`src/rtl/hamming_pkg.sv`:
```
// Shared Hamming(7,4) types and constants for the receive path (deserializer and decoder).
package hamming_pkg;

    localparam int HAM_CW_WIDTH   = 7;
    localparam int HAM_DATA_WIDTH = 4;

    typedef logic [HAM_CW_WIDTH-1:0]   ham_cw_t;
    typedef logic [HAM_DATA_WIDTH-1:0] ham_data_t;

    typedef enum logic {
        HUNT  = 1'b0,
        SHIFT = 1'b1
    } deser_state_t;

endpackage

```
`src/rtl/hamming_cw_holdreg.sv`:
```
// Single-entry valid/ready holding register for assembled codewords.
// A load that arrives while the entry is full and not draining is reported as a drop.
module hamming_cw_holdreg #(
    parameter int W = 7
) (
    input  logic         clk,
    input  logic         rst,
    input  logic         load,
    input  logic [W-1:0] data,
    input  logic         ready,
    output logic [W-1:0] code_out,
    output logic         code_valid,
    output logic         drop
);

    assign drop = load && code_valid && !ready;

    always_ff @(posedge clk) begin
        if (rst) begin
            code_out   <= '0;
            code_valid <= 1'b0;
        end else if (load && (!code_valid || ready)) begin
            code_out   <= data;
            code_valid <= 1'b1;
        end else if (code_valid && ready) begin
            code_valid <= 1'b0;
        end
    end

endmodule

```
`src/rtl/hamming_cw_deser.sv`:
```
// Serial-to-parallel codeword collector feeding the Hamming(7,4) decoder.
// Build option HAMMING_DESER_STATS_EN adds the delivered/dropped codeword counters.
//
// state | meaning
// HUNT  | waiting for the first sof; plain bits are ignored
// SHIFT | collecting bits; a full codeword goes to the holding register
module hamming_cw_deser
    import hamming_pkg::*;
#(
    parameter int CW_WIDTH    = HAM_CW_WIDTH,
    parameter bit MSB_FIRST   = 1'b1,
    parameter bit REQUIRE_SOF = 1'b1
) (
    input  logic                clk,
    input  logic                rst,
    input  logic                bit_in,
    input  logic                bit_valid,
    input  logic                sof,
    input  logic                clr_ovf,
    output logic [CW_WIDTH-1:0] code_out,
    output logic                code_valid,
    input  logic                code_ready,
    output logic                overflow,
    output logic [15:0]         cw_count,
    output logic [15:0]         drop_count
);

    localparam int                CNT_W     = $clog2(CW_WIDTH + 1);
    localparam logic [CNT_W-1:0]  CNT_FULL  = CNT_W'(CW_WIDTH);
    localparam deser_state_t      RST_STATE = REQUIRE_SOF ? HUNT : SHIFT;

    deser_state_t        state, state_nxt;
    logic [CNT_W-1:0]    cnt, cnt_nxt;
    logic [CW_WIDTH-1:0] shreg, shreg_nxt, shifted;
    logic                accept, complete, drop;

    always_ff @(posedge clk) begin
        if (rst) begin
            state <= RST_STATE;
            cnt   <= '0;
            shreg <= '0;
        end else begin
            state <= state_nxt;
            cnt   <= cnt_nxt;
            shreg <= shreg_nxt;
        end
    end

    // Older bits of a discarded partial codeword shift out before completion, so no clear is needed on sof.
    always_comb begin
        if (MSB_FIRST) shifted = {shreg[CW_WIDTH-2:0], bit_in};
        else           shifted = {bit_in, shreg[CW_WIDTH-1:1]};
    end

    always_comb begin
        state_nxt = state;
        cnt_nxt   = cnt;
        shreg_nxt = shreg;
        complete  = 1'b0;
        accept    = bit_valid && (sof || state == SHIFT);
        if (accept) begin
            state_nxt = SHIFT;
            shreg_nxt = shifted;
            cnt_nxt   = sof ? CNT_W'(1) : cnt + CNT_W'(1);
            if (cnt_nxt == CNT_FULL) begin
                complete = 1'b1;
                cnt_nxt  = '0;
            end
        end
    end

    hamming_cw_holdreg #(.W(CW_WIDTH)) u_holdreg (
        .clk        (clk),
        .rst        (rst),
        .load       (complete),
        .data       (shifted),
        .ready      (code_ready),
        .code_out   (code_out),
        .code_valid (code_valid),
        .drop       (drop)
    );

    // A drop in the same cycle as clr_ovf must leave the flag set.
    always_ff @(posedge clk) begin
        if (rst)          overflow <= 1'b0;
        else if (drop)    overflow <= 1'b1;
        else if (clr_ovf) overflow <= 1'b0;
    end

`ifdef HAMMING_DESER_STATS_EN
    logic transfer;
    assign transfer = code_valid && code_ready;

    always_ff @(posedge clk) begin
        if (rst) begin
            cw_count   <= '0;
            drop_count <= '0;
        end else begin
            if (transfer) cw_count   <= cw_count + 16'd1;
            if (drop)     drop_count <= drop_count + 16'd1;
        end
    end
`else
    assign cw_count   = '0;
    assign drop_count = '0;
`endif

endmodule

```
`config.mk`:
```
export PLATFORM = sky130hd
export DESIGN_NAME = hamming_cw_deser
export DESIGN_NICKNAME = d
export VERILOG_FILES = /design/src/rtl/hamming_pkg.sv /design/src/rtl/hamming_cw_holdreg.sv /design/src/rtl/hamming_cw_deser.sv
export SDC_FILE = /design/constraint.sdc
export NUM_CORES = 1
export LEC_CHECK = 0
export CORE_UTILIZATION = 25
export CTS_CLUSTER_DIAMETER = 60
export CTS_CLUSTER_SIZE = 16
export DETAILED_ROUTE_END_ITERATION = 16
export HOLD_SLACK_MARGIN = 0.02
export PLACE_DENSITY = 0.49
export SLEW_MARGIN = 20
export SYNTH_ARGS = -nofsm -noshare
export SYNTH_HDL_FRONTEND = slang
export SYNTH_HIERARCHICAL = 1
export SYNTH_SLANG_ARGS = --single-unit
export TNS_END_PERCENT = 20
```
`constraint.sdc`:
```
create_clock -name clk -period 2 [get_ports clk]
set_input_delay 0.4 -clock clk [delete_from_list [all_inputs] [get_ports clk]]
set_output_delay 0.4 -clock clk [all_outputs]
set_load 0.01 [all_outputs]
```
==> run summary <==
CP required = 2180 ps
count leader, synth = buf_4
RSZ-0062 raised after global routing = no
first-pass GRT wire length = 2753 um
Total Die Area = 0.004627 mm2
leading area contributor after synthesis = dfxtp_1
Top-Level Pins = 48
leading cell types by count after synthesis = 33 x buf_4, 19 x dfxtp_1, 16 x nand2b_1
final instance area = 0.001255 mm2
Post-Synth XOR/XNOR Area = 0.008037
Detail Route Antenna Nets = 0
Yosys top cell area share = 0.3490
Post-Route WL = 1716 um
complex-gate fraction of the synthesized area = 0.09185
Mapped Cells = 123
crit-path leading delay family = buffers and inverters
diode count = 0
DR vias/cell = 3.788
worst slack, placed = -51.21 ps
CP Buf/Inv Count = 2
status = finished, final reports clean
asr flop ratio synth = 0
max-cap viol count = 0
final hold violation count = 0
TritonCTS buffer count = 3
antenna violations before repair = 0
Clock Pin Slew Worst Setup and Hold Paths = 70 ps
DP Area = 0.001210 mm2
Worst R2R Setup Slack = 250 ps
Layout Cells excl Fill = 193
fmax = 559.7 MHz
CP Class = primary input to register
DRC = 0
Setup-failing EPs final = 0
CP Launch Type = primary input
number of synthesized flops with an enable pin = 0
core area = 0.004086 mm2
worst vdd ir = 0.0002252 V
Post-CTS Hold Fix Bufs = 0
main flop type after synthesis = dfxtp_1
Syn Area/Cell = 8.860 um2
DRT iter0 DRCs = 22
root buffer cell = clkbuf_8
postcts setup bufs = 0
GRT Total Usage = 0.07972
worst skew pair latency = 250 ps
die width = 68.03 um
Clock Tree Buf Depth = 2
FP Rows = 23
post-cts sizing count = 0
post-detail-place hpwl = 1274 um
simple-gate share of the synthesized area = 0.2239
WHS = 460.1 ps
post-layout min period = 1787 ps
Slowest cell on crit path = clkdlybuf4s50_1
H-tree Lvls = 1
leakage power = 0.4718 nW
count of input and output buffers = 15
post-synthesis cell type count = 26
Critical Path, Cell by Cell = clkdlybuf4s50_1 -> o21ai_1 -> nor4_1 -> nor2b_2 -> buf_12 -> mux2i_1
combinational family with the most area after synthesis = buffers and inverters
Final nets = 152
pwr dens = 591.1 mW/mm2
Initial DRT Pass Iterations = 4
Inst Count DP = 189
Remaining Overflow, GRT = 0
share of cells above drive strength 1 = 0.1119
synthesized area = 0.001090 mm2
largest net degree at the start of global routing = 29
worst min path class = register to register
Synth Warn # = 6
CTS tree = built
Final Cycle Share = 0.8933
Die Ht = 68.03 um
Tot Pwr = 0.0007418 W
CP endpoint kind = register
Synth Area in Adders = 0.01148
RePlAce Congestion = 0.6882
Final WS setup = 213.4 ps
CP Max Fanout = 7
register area share after synthesis = 0.3490
largest cells by area after synthesis = dfxtp_1 35%, buf_4 23%, nand2b_1 9.2%
Seq cells post-synth = 19
Setup Skew = 5.733 ps
fin. max-slew vios = 0
Initial Util = 0.2667
post-synthesis mux area share = 0.06429
WL per Instance = 8.891 um
clk sink count = 19
vias in the first global route = 625
total number of vias = 731
Worst path max stage delay = 520 ps
crit path DAT = 1970 ps
Layout area overhead = 15.15%
[path summary, 6_finish.rpt]
| kind | from | endpoint | depth (start not counted) |
|---|---|---|---|
| worst max register to register | cnt[0] | u_holdreg/code_out[4] | 6 |
| worst min register to register | shreg[5] | shreg[5] | 2 |
| worst max-delay path | sof | u_holdreg/code_out[4] | 6 |
| worst min-delay path | shreg[5] | shreg[5] | 2 |
[placed cells by master (no fill, tap or decap), types with 3 or more instances in the layout]
master | synthesis | layout
conb_1 | 1 | 32
dfxtp_1 | 19 | 19
nand2b_1 | 16 | 16
clkdlybuf4s50_1 | 0 | 15
nand2_1 | 12 | 12
nor2_1 | 8 | 8
a21oi_1 | 8 | 8
mux2i_1 | 7 | 7
buf_4 | 33 | 5
clkbuf_8 | 0 | 3
[where the power goes]
part           switching, W  total (W)  internal, W
combinational     0.0000576  0.0000907    0.0000331
clock              0.000120   0.000261     0.000141
sequential       0.00000599   0.000390     0.000384
[sequential cells by signal (all words and copies together) (netlist names)]
name	count
u_holdreg/code_out	7
shreg	6
cnt	3
overflow	1
state	1
u_holdreg/code_valid	1
[per-stage QoR]
step | utilization | setup TNS [ps]
after detailed placement | 0.2961 | -229.8
after floorplan | - | 0
after global routing | 0.3071 | 0
after CTS | 0.3071 | 0
final | 0.3071 | 0
after global placement | 0.2961 | -89.37
[cells by family after synthesis]
logic type / after synthesis
and+or+nand+nor: 44
DFF: 19
adders and majority gates: 1
xor gates and xnor gates: 1
muxes: 7
AOI/OAI and AO/OA: 13
other: 1
buffers and inverters: 37
[tightest hold or removal path, stage by stage (launching register included)]
cell and delay (ps):
dfxtp_1 310, nand2_1 50, a21oi_1 50
[metal layers]
layer / vias to the layer above / track usage / wire, um
li1: 374 / - / -
met1: 327 / 0.09353 / 795
met2: 28 / 0.1336 / 803
met3: 2 / 0.02000 / 112
met4: 0 / 0.03906 / 4
met5: - / 0 / 0
[cell type report]
class | instances | area, um2
Inverter | 1 | 3.754
Tap cell | 50 | 62.56
Multi-Input combinational cell | 98 | 555.5
Clock buffer | 4 | 45.04
Timing Repair Buffer | 21 | 207.7
Sequential cell | 19 | 380.4
Fill cell | 439 | 2831
(Power assumes the default switching activity.)
